--- src/rtl/wb_port_arbiter.sv ---
// wb_port_arbiter
//   Shares the single ROB write-back port between N_REQ functional units. Each FU
//   result lands in a one-entry holding register; one held result is granted per
//   cycle in round-robin order. Held and incoming results belonging to squashed ROB
//   entries are dropped on a mispredict. Also produces writeback_free for the ROB
//   issue/RR stage.
// Ports
//   clk, rst           clock; synchronous active-high reset
//   req_valid/_data/_rob_idx   per-FU result presentation (packed, slice per FU)
//   req_ready          holding register i can take a result this cycle
//   mispredict, flush_mask     squash request and the ROB entries it kills
//   WB_valid/_data/_rob_idx    write-back to the ROB (zeros when idle)
//   writeback_free     no slot will be eligible next cycle
//   grant_oh           one-hot id of the granted requester
module wb_port_arbiter #(
  parameter int unsigned N_REQ   = 4,
  parameter int unsigned ROB_LEN = 16,
  localparam int unsigned IDX_W  = $clog2(ROB_LEN)
) (
  input  logic                   clk,
  input  logic                   rst,
  input  logic [N_REQ-1:0]       req_valid,
  input  logic [N_REQ*32-1:0]    req_data,
  input  logic [N_REQ*IDX_W-1:0] req_rob_idx,
  output logic [N_REQ-1:0]       req_ready,
  input  logic                   mispredict,
  input  logic [ROB_LEN-1:0]     flush_mask,
  output logic                   WB_valid,
  output logic [31:0]            WB_data,
  output logic [IDX_W-1:0]       WB_rob_idx,
  output logic                   writeback_free,
  output logic [N_REQ-1:0]       grant_oh
);

  localparam int unsigned DATA_W = 32;
  localparam int unsigned PTR_W  = (N_REQ > 1) ? $clog2(N_REQ) : 1;

  logic [N_REQ-1:0]  r_held;
  logic [DATA_W-1:0] r_hdata [N_REQ];
  logic [IDX_W-1:0]  r_hidx  [N_REQ];
  logic [PTR_W-1:0]  r_rr_ptr;

  logic [N_REQ-1:0]  w_kill;
  logic [N_REQ-1:0]  w_sq_in;
  logic [N_REQ-1:0]  w_elig;
  logic [N_REQ-1:0]  w_grant;
  logic [PTR_W-1:0]  w_gidx;
  logic [PTR_W-1:0]  w_ptr_nxt;
  logic [N_REQ-1:0]  w_ready;
  logic [N_REQ-1:0]  w_load;
  logic [N_REQ-1:0]  w_held_nxt;

  // Squash detection for held entries and for results arriving this cycle.
  always_comb begin
    w_kill  = '0;
    w_sq_in = '0;
    for (int unsigned i = 0; i < N_REQ; i++) begin
      w_kill[i]  = mispredict & r_held[i] & flush_mask[r_hidx[i]];
      w_sq_in[i] = mispredict & flush_mask[req_rob_idx[IDX_W*i +: IDX_W]];
    end
  end

  // Nothing is granted while reset is asserted, so the reset cycle never writes back.
  assign w_elig = r_held & ~w_kill & {N_REQ{~rst}};

  // Round-robin pick: first scan from rr_ptr upward, then wrap to the low indices.
  always_comb begin : p_pick
    logic found;
    found   = 1'b0;
    w_grant = '0;
    w_gidx  = '0;
    for (int unsigned i = 0; i < N_REQ; i++) begin
      if (!found && w_elig[i] && (PTR_W'(i) >= r_rr_ptr)) begin
        found      = 1'b1;
        w_grant[i] = 1'b1;
        w_gidx     = PTR_W'(i);
      end
    end
    for (int unsigned i = 0; i < N_REQ; i++) begin
      if (!found && w_elig[i]) begin
        found      = 1'b1;
        w_grant[i] = 1'b1;
        w_gidx     = PTR_W'(i);
      end
    end
  end

  assign w_ptr_nxt = (w_gidx == PTR_W'(N_REQ - 1)) ? '0 : w_gidx + PTR_W'(1);

  // A granted slot empties this cycle, so it can refill without a bubble.
  assign w_ready = {N_REQ{rst}} | ~r_held | w_grant;
  assign w_load  = req_valid & w_ready & ~w_sq_in & {N_REQ{~rst}};

  // Next-state held bits: new accept wins over grant/kill clear.
  always_comb begin
    w_held_nxt = r_held;
    for (int unsigned i = 0; i < N_REQ; i++) begin
      if (rst) begin
        w_held_nxt[i] = 1'b0;
      end else if (w_load[i]) begin
        w_held_nxt[i] = 1'b1;
      end else if (w_grant[i] || w_kill[i]) begin
        w_held_nxt[i] = 1'b0;
      end
    end
  end

  // Write-back mux; all-zero when nothing is granted.
  always_comb begin
    WB_data    = '0;
    WB_rob_idx = '0;
    for (int unsigned i = 0; i < N_REQ; i++) begin
      if (w_grant[i]) begin
        WB_data    = WB_data | r_hdata[i];
        WB_rob_idx = WB_rob_idx | r_hidx[i];
      end
    end
  end

  assign WB_valid       = |w_grant;
  assign grant_oh       = w_grant;
  assign req_ready      = w_ready;
  assign writeback_free = ~|w_held_nxt;

  // Control state: held flags and round-robin pointer.
  always_ff @(posedge clk) begin
    if (rst) begin
      r_held   <= '0;
      r_rr_ptr <= '0;
    end else begin
      r_held <= w_held_nxt;
      if (|w_grant) begin
        r_rr_ptr <= w_ptr_nxt;
      end
    end
  end

  // Payload registers; only meaningful while the matching held bit is set.
  always_ff @(posedge clk) begin
    for (int unsigned i = 0; i < N_REQ; i++) begin
      if (w_load[i]) begin
        r_hdata[i] <= req_data[DATA_W*i +: DATA_W];
        r_hidx[i]  <= req_rob_idx[IDX_W*i +: IDX_W];
      end
    end
  end

endmodule

--- config.mk ---
export PLATFORM = sky130hd
export DESIGN_NAME = wb_port_arbiter
export DESIGN_NICKNAME = d
export VERILOG_FILES = /design/src/rtl/wb_port_arbiter.sv
export SDC_FILE = /design/constraint.sdc
export NUM_CORES = 1
export LEC_CHECK = 0
export BUFFER_PORTS_ARGS = -buffer_cell sky130_fd_sc_hd__buf_4
export CORE_MARGIN = 1.5
export CORE_UTILIZATION = 45
export CTS_CLUSTER_DIAMETER = 150
export CTS_CLUSTER_SIZE = 28
export DETAILED_ROUTE_END_ITERATION = 16
export PLACE_DENSITY = 0.71
export SYNTH_ARGS = -nofsm -noshare
export SYNTH_HDL_FRONTEND = slang
export SYNTH_SLANG_ARGS = --single-unit
--- constraint.sdc ---
create_clock -name clk -period 7.52 [get_ports clk]
set_clock_uncertainty 0.05 [all_clocks]
set_input_delay 1.504 -clock clk [delete_from_list [all_inputs] [get_ports clk]]
set_output_delay 1.504 -clock clk [all_outputs]
set_load 0.02 [all_outputs]
# Yosys cells after proc, flatten, opt, wreduce, memory -nomap -nowiden
# Memory sizes are Yosys's and may differ from the RTL's.
# Index checks and enable logic that the tools add are counted.
# totals
regBits,6
ramBits,144
inputBits,167
out_inout_bits,46
elab_cells,138
n_memories,2
# classes
add_sub_neg,1
n_lt_le_gt_ge,12
n_eq_ne,1
n_mux,66
bitwise,29
reduce_logical,25
# mem_list
memory,depth,width,read_ports,rd_clocked_by_memory_dff,wr,line,source
r_hdata,4,32,4,0,4,39,logic [DATA_W-1:0] r_hdata [N_REQ];
r_hidx,4,4,4,0,4,40,logic [IDX_W-1:0] r_hidx [N_REQ];
# op_table
operator,count
32-bit 2-to-1 mux,4
32-bit bitwise OR,3
1-bit 2-to-1 mux,43
4-bit by 5-bit < comparator with 1-bit output (second input constant),8
1-bit binary-select mux with 4-bit select,8
4-bit bitwise AND,5
4-bit bitwise OR,5
4-bit 2-to-1 mux,4
2-bit 2-to-1 mux,7
1-bit bitwise AND,12
4-bit inverter,3
1-bit logical AND,11
1-bit logical NOT,8
4-bit OR reduction,2
1-bit by 2-bit >= comparator with 1-bit output (first input constant),2
2-bit >= comparator (first input constant),2
1-bit logical OR,4
2-bit by 1-bit adder with 2-bit output (second input constant),1
2-bit equality test (second input constant),1
1-bit inverter,1

# Depth between registers and ports, before layout
# Gate-level depths: netlist of the first run.
# An unclocked memory read counts as a cell.
# logic_depth
ltp_word,41
depth_mapped,12
mapped_depth_nobuf,8

# Worst setup path before layout of the first run
# No wires, ideal clock.
# synth_path
path_kind,input to register
from,input port flush_mask[7]
to,"memory r_hdata[2][0], enable pin"
setup_time_ps,441
arrival_ps,4873
required_time_ps,7029
setup_slack_ps,2156
stages,9
path_buffers,3
cell_sequence,mux4_2 -> nand2b_4 -> a41oi_4 -> and2_1 -> clkbuf_2 -> buf_2 -> buf_2 -> nand2_1 -> a21oi_1
# synth_rtl
element,line,source
"start, declared",27,"input logic [ROB_LEN-1:0] flush_mask,"
"end, declared",39,

# Final worst setup path of the first run
# layout_path
from,input port flush_mask[4]
to,output port WB_data[2]
# layout_via
elab_chain_len,33
word_cells_on_any_way,54
cone_classes,26 x mux; 10 x bitwise; 18 x reduce/logical
# layout_rtl
element,line,source
1-bit binary-select mux with 4-bit select,58,w_kill[i] = mispredict & r_held[i] & flush_mask[r_hidx[i]];
1-bit 2-to-1 mux (implied by the code),58,
1-bit bitwise AND,58,
4-bit inverter (*),64,assign w_elig = r_held & ~w_kill & {N_REQ{~rst}};
4-bit bitwise AND (*) (2 in series),64,
1-bit logical AND,73,if (!found && w_elig[i] && (PTR_W'(i) >= r_rr_ptr)) begin
1-bit 2-to-1 mux,73,
1-bit logical NOT,73,
[... 16 more ...],n/a,
1-bit 2-to-1 mux,80,if (!found && w_elig[i]) begin
1-bit logical NOT,80,
1-bit logical AND,80,
1-bit 2-to-1 mux,80,
1-bit logical NOT,80,
1-bit logical AND,80,
1-bit 2-to-1 mux,80,
32-bit 2-to-1 mux (*),113,if (w_grant[i]) begin
"end, declared",29,"output logic [31:0] WB_data,"
# Mark *: on every way between the ends. The rest lies on a longest branch, timed or not. The select of a mux whose other input is x is not followed.

==> impl_metrics.ini, run 1 <==
[setup_path]
cp_num_buf_inv = 4
cp-start-kind = input port
worst_setup_path_end_kind = primary output
cpPeakStageDelay_ns = 0.64
crit_fanout = 38
cp.arrival_ns = 4.52
criticalPathCategory = input port to primary output
crit_family = compound AO/OA/AOI/OAI gates
critPathMostFrequentCell = buf_4
crit_chain = buf_4 > mux4_2 > a22oi_1 > o211a_1 > buf_4 > o31ai_4 > buf_4 > a31o_2 > a221o_1 > buf_4
slowest_stage = o211a_1
required_ns = 5.97

[pwr]
vdd_drop_max_mv = 0.159
power.leakage_nw = 3.62
powerDensity_nw_per_um2 = 213
p_total_mw = 2.02

[sta]
final.period_utilization_pct = 80.8
rsz0062_at_grt = no
min_period_ns = 6.08
setup-violations-final = 0
max_freq_mhz = 165
maxSlewViolCount = 0
worstMarginPinSlew_ns = 1.19
slew_headroom_pct = 20.4
fin_tns_setup_ns = 0
hold_viol = 0

[synthesis]
syn_area_per_cell_um2 = 15.0
synth_edf_count = 144
synthCells = 483
ys_seq_area_share_pct = 61.3
synth.distinct_cells = 58
synth_area_um2 = 7250
async_reset_ff_share_pct = 0
syn_nets = 650
synth_ff_type = edfxtp_1
ys_ff_latch = 150
yosys_warnings = 0

[drt]
routedWlPerCell_um = 22.2
viasPerCell = 5.89
drtIter0Drc = 428
vias = 5365
antenna_left = 0
drtPass1Iterations = 5
wirelength_mm = 20.2
drc = 0

[floorplanning]
io_pins = 213
core_area_um2 = 15800
die_height_um = 130
dieArea_um2 = 16900
rows = 46
die_w_um = 130
initial_core_util_pct = 45.8

[final_layout]
layout-drive-gt1-share_pct = 46.0
syn_to_final_growth_pct = 30.9
final_cells = 911
final_common_cell = buf_4
diodes = 0
mostFrequentLayoutCells = buf_4 (220), edfxtp_1 (144), nand2_1 (53)
fin_util_pct = 59.9
nNetsFinal = 849

[run]
drv_cap = 0

[grt]
track_usage_pct = 24.3
overflow = 0
antenna_found_initial = 0
grt_pass1_vias = 5419
grt_pass1_wl_mm = 29.8
grt_max_degree = 41

[clocking]
cts_buffers = 17
tritoncts = done
cts_resized = 0
cts.clk_slew.worst_paths_ns = 0.06
cts_max_path_buffers = 2
cts.sinks = 150
cts.hold.buffers_added = 0
cts_setup_buffers = 0
clockRootBuffer = clkbuf_16
clock_latency_ns = 0.42
cts_htree_levels = 4

[place]
hpwl_mm = 13.8
gp_congestion = 0.865
place.port_buffers = 212
dp_cells = 879

[outcome]
status = finished, final reports clean

[worst_hold_path]
worstHoldPathType = flip-flop to flip-flop
==> cell usage after synthesis, types with 3 or more instances <==
| cell | count | area [um2] |
|---|---|---|
| dfxtp_1 | 6 | 120 |
| mux4_2 | 29 | 653 |
| a221o_1 | 36 | 360 |
| nand2b_1 | 4 | 25.0 |
| buf_2 | 14 | 70.1 |
| inv_1 | 7 | 26.3 |
| nor4_1 | 37 | 231 |
| a31o_2 | 21 | 184 |
| mux2i_1 | 17 | 170 |
| a31o_1 | 16 | 140 |
| and2_1 | 3 | 18.8 |
| a21oi_1 | 8 | 40.0 |
| a22oi_1 | 4 | 30.0 |
| nand3_1 | 4 | 20.0 |
| nor2_1 | 7 | 26.3 |
| nand3b_1 | 3 | 22.5 |
| clkbuf_1 | 9 | 33.8 |
| buf_8 | 3 | 45.0 |
| buf_4 | 7 | 52.6 |
| buf_6 | 6 | 67.6 |
| nand2_1 | 53 | 199 |
| nor2b_1 | 5 | 31.3 |
| edfxtp_1 | 144 | 4320 |
==> state kept, by name (all words and copies together) (netlist names) <==
| name | count |
|---|---|
| r_hdata | 128 |
| r_held | 4 |
| r_hidx | 16 |
| r_rr_ptr | 2 |
==> final cells by class <==
class | count | area [um2]
Tap cell | 216 | 270
Fill cell | 1277 | 6340
Clock buffer | 20 | 437
Sequential cell | 150 | 4440
Multi-Input combinational cell | 284 | 2550
Inverter | 9 | 38.8
Clock inverter | 12 | 97.6
Timing Repair Buffer | 220 | 1650
==> path summary, 6_finish.rpt <==
path,from,end,slack (ns),depth (start not counted)
setup / recovery,flush_mask[4],WB_data[2],1.44,10
hold / removal,r_rr_ptr[1],r_rr_ptr[0],0.55,2
setup reg to reg,r_hidx[0][2],r_hdata[2][1],3.45,9
hold reg to reg,r_rr_ptr[1],r_rr_ptr[0],0.55,2
==> worst reg2reg max path: stages (launching register included) <==
cell	delay [ns]
edfxtp_1	0.69
mux2i_1	0.21
a22oi_1	0.26
nand3_1	0.14
and3_2	0.49
o31ai_4	0.31
buf_4	0.43
nand2_1	0.22
a21oi_4	0.42
buf_4	0.47
==> routing by layer <==
layer  up-vias  global-route usage (%)  wire, um
li1       2417                       -         -
met1      2619                    29.8      7990
met2       286                    40.6     10200
met3        43                    7.38      1600
met4         0                    9.48       489
met5         -                       0         0
==> per-stage QoR <==
stage	setup slack [ns]	hold slack, ns	instance area, um2
after global placement	1.49	0.519	8950
after floorplan	2.16	0.479	7250
after CTS	1.44	0.537	9490
after global routing	1.28	0.559	9490
after detailed placement	1.44	0.535	8950
final	1.44	0.549	9490
==> cells by family (layout without fill, tap and decap cells) <==
group / Yosys count / after routing / synth area share (%)
DFF: 150 / 150 / 61.3
and+or+nand+nor: 127 / 127 / 9.15
AOI/OAI and AO/OA: 111 / 111 / 13.9
buffers and inverters: 49 / 261 / 4.32
muxes: 46 / 46 / 11.4
==> power by group <==
part / total (mW) / switching, mW / internal (mW)
logic: 0.263 / 0.130 / 0.133
clock network: 0.774 / 0.346 / 0.428
registers: 0.984 / 0.0190 / 0.965
total: 2.02 / 0.495 / 1.53
No activity file was read; power rests on OpenSTA's default activity.
==> run 2: changes to the inputs <==
--- a/config.mk
+++ b/config.mk
@@ -5,13 +5,14 @@
 export SDC_FILE = /design/constraint.sdc
 export NUM_CORES = 1
 export LEC_CHECK = 0
+export ABC_AREA = 1
 export BUFFER_PORTS_ARGS = -buffer_cell sky130_fd_sc_hd__buf_4
 export CORE_MARGIN = 1.5
 export CORE_UTILIZATION = 45
 export CTS_CLUSTER_DIAMETER = 150
 export CTS_CLUSTER_SIZE = 28
 export DETAILED_ROUTE_END_ITERATION = 16
-export PLACE_DENSITY = 0.71
+export PLACE_DENSITY = 0.74
 export SYNTH_ARGS = -nofsm -noshare
 export SYNTH_HDL_FRONTEND = slang
 export SYNTH_SLANG_ARGS = --single-unit
==> constraint.sdc (replaced) <==
create_clock -name clk -period 5.1 [get_ports clk]
set_clock_uncertainty 0.05 [all_clocks]
set_input_delay 1.02 -clock clk [delete_from_list [all_inputs] [get_ports clk]]
set_output_delay 1.02 -clock clk [all_outputs]
set_load 0.02 [all_outputs]
==> run 2 against run 1 <==
Global-route usage up 0.43 points. Non-clock buffer count down 1. Critical endpoint is now WB_data[22]. Sequential share of layout area up 0.90 points. Worst setup slack worse by 0.72 ns. Highest routed layer unchanged. Clock power up 65%.
==> impl_metrics.ini, run 2 <==
[final_layout]
regMostFlops = r_hdata
final_cells = 1081
final_common_cell = buf_4
mostFrequentLayoutCells = buf_4 (218), nand2_1 (183), edfxtp_1 (144)
syn_to_final_growth_pct = 34.0
diodes = 0
nNetsFinal = 1047
layout-drive-gt1-share_pct = 31.8
largest_registers = r_hdata (128), r_hidx (16), r_held (4)
largest_reg_flops = 128

[pwr]
powerDensity_nw_per_um2 = 354
p_sw_share_pct = 27.3
vdd_drop_max_mv = 0.268
p_total_mw = 3.30
seq_power_share_pct = 43.9
power.leakage_nw = 3.89
p_int_mw = 2.40
comb_power_share_pct = 17.4
clkPwrFrac_pct = 38.7
p_switching_mw = 0.899

[floorplanning]
core_area_um2 = 15100
rows = 45
io_pins = 213
die_w_um = 127
die_height_um = 127
initial_core_util_pct = 45.8
dieArea_um2 = 16200

[synthesis]
netlist.area_leader.share_pct = 62.3
yosys_warnings = 0
synth_ff_type = edfxtp_1
synth.distinct_cells = 28
synth_area_um2 = 6940
synthCells = 663
synth_area_leaders = edfxtp_1 (62%), nand2_1 (9.9%), nand3_1 (6.1%)
yosysMostFrequentCell = nand2_1
ys_ff_latch = 150
syn_nets = 830
synth_edf_count = 144
synth_common_cells = nand2_1 (183), edfxtp_1 (144), nand3_1 (85), inv_1 (46), a21oi_1 (44)
ys_seq_area_share_pct = 64.0
async_reset_ff_share_pct = 0
syn_area_per_cell_um2 = 10.5
yosys.area.top_type = edfxtp_1

[grt]
grt_max_degree = 38
top_usage_layer = met2
track_usage_pct = 24.8
overflow = 0
antenna_found_initial = 0
grt_use_met2_pct = 41.0
grt_pass1_wl_mm = 30.0
grt_pass1_vias = 5729
grt_use_met1_pct = 30.6
grt_util_met3_pct = 7.58

[worst_hold_path]
hp-start = r_rr_ptr[0]
worstHoldPathType = flip-flop to flip-flop
whs_path_depth = 2
min_to = r_rr_ptr[0]

[sta]
rsz0062_at_grt = no
worstMarginPinSlew_ns = 0.990
final.period_utilization_pct = 85.9
hold_viol = 0
maxSlewViolCount = 0
slew_headroom_pct = 33.9
min_period_ns = 4.38
max_freq_mhz = 228
setup-violations-final = 0
fin_tns_setup_ns = 0

[clocking]
tritoncts = done
clockRootBuffer = clkbuf_16
cts_htree_levels = 4
cts_buffers = 17
cts.hold.buffers_added = 0
clock_latency_ns = 0.42
cts.sinks = 150
cts_resized = 0
cts_max_path_buffers = 2
cts_setup_buffers = 0
cts.clk_slew.worst_paths_ns = 0.06

[setup_path]
worst_setup_path_end_kind = primary output
reg2reg_depth = 12
required_ns = 4.03
r2r-start = r_hidx[3][0]
r2r_slack_ns = 1.85
cp.arrival_ns = 3.31
cp-start-kind = input port
r2r-end = r_hdata[2][29]
criticalPathCategory = input port to primary output
crit_fanout = 21

[outcome]
status = finished, final reports clean

[place]
gp_congestion = 0.939
hpwl_mm = 13.4
place.port_buffers = 212
dp_cells = 1049

[drt]
wirelength_mm = 19.4
drc = 0
routedWlPerCell_um = 18.0
antenna_left = 0
viasPerCell = 5.37
drtIter0Drc = 491
vias = 5802
drtPass1Iterations = 5

[run]
drv_cap = 0
[run 2: power groups by stage]
stage               clock network [mW]  registers (mW)  logic, mW
finish                            1.28            1.45      0.574
global route                      1.36            1.45      0.622
CTS                               1.30            1.45      0.576
detailed placement                   0            1.47      0.573
global placement                     0            1.47      0.571
floorplan                            0            1.47      0.302
[run 2: worst max-delay path, stage by stage]
cell	delay, ns
buf_4	0.11
inv_1	0.28
a21oi_1	0.11
o21ai_1	0.09
nand3_1	0.09
nand3_1	0.10
nand2_1	0.07
nand2_1	0.06
nand3_1	0.21
inv_2	0.15
nand2_4	0.07
inv_2	0.36
buf_12	0.22
a22oi_1	0.09
nand3_1	0.12
buf_4	0.15
[run 2: worst max-delay path by stage]
stage	start	end	slack, ns	cells past startpoint
floorplan	flush_mask[9]	writeback_free	1.10	17
global placement	flush_mask[5]	WB_data[1]	0.75	16
detailed placement	flush_mask[5]	WB_data[22]	0.74	16
CTS	flush_mask[5]	WB_data[22]	0.73	16
global route	flush_mask[5]	WB_data[10]	0.53	16
finish	flush_mask[5]	WB_data[22]	0.72	16
[run 2: cells by family after synthesis]
family	share of synthesized area (%)
compound gates	9.10
buf+inv	5.44
flops	64.0
simple gates	21.5
[run 2: layout make-up]
cell class                      instances  area (um2)
Multi-Input combinational cell        430        2120
Tap cell                              188         235
Inverter                               62         238
Fill cell                            1227        5840
Clock buffer                           17         425
Sequential cell                       150        4440
Timing Repair Buffer                  219        1660
Clock inverter                         15         186
[run 2: through the flow]
stage                     hold WS [ns]  instance area (um2)  worst slack [ns]  utilization (%)
after floorplan                  0.439                 6940              1.10                -
after global placement           0.474                 8700             0.751             57.4
after detailed placement         0.506                 8700             0.737             57.4
after CTS                        0.521                 9310             0.735             61.5
after global routing             0.569                 9310             0.525             61.5
final                            0.515                 9310             0.721             61.5
[run 2: metal layers]
layer | vias up | wire [um]
li1 | 2791 | -
met1 | 2675 | 7730
met5 | - | 0
met2 | 306 | 9460
met4 | 0 | 414
met3 | 30 | 1850
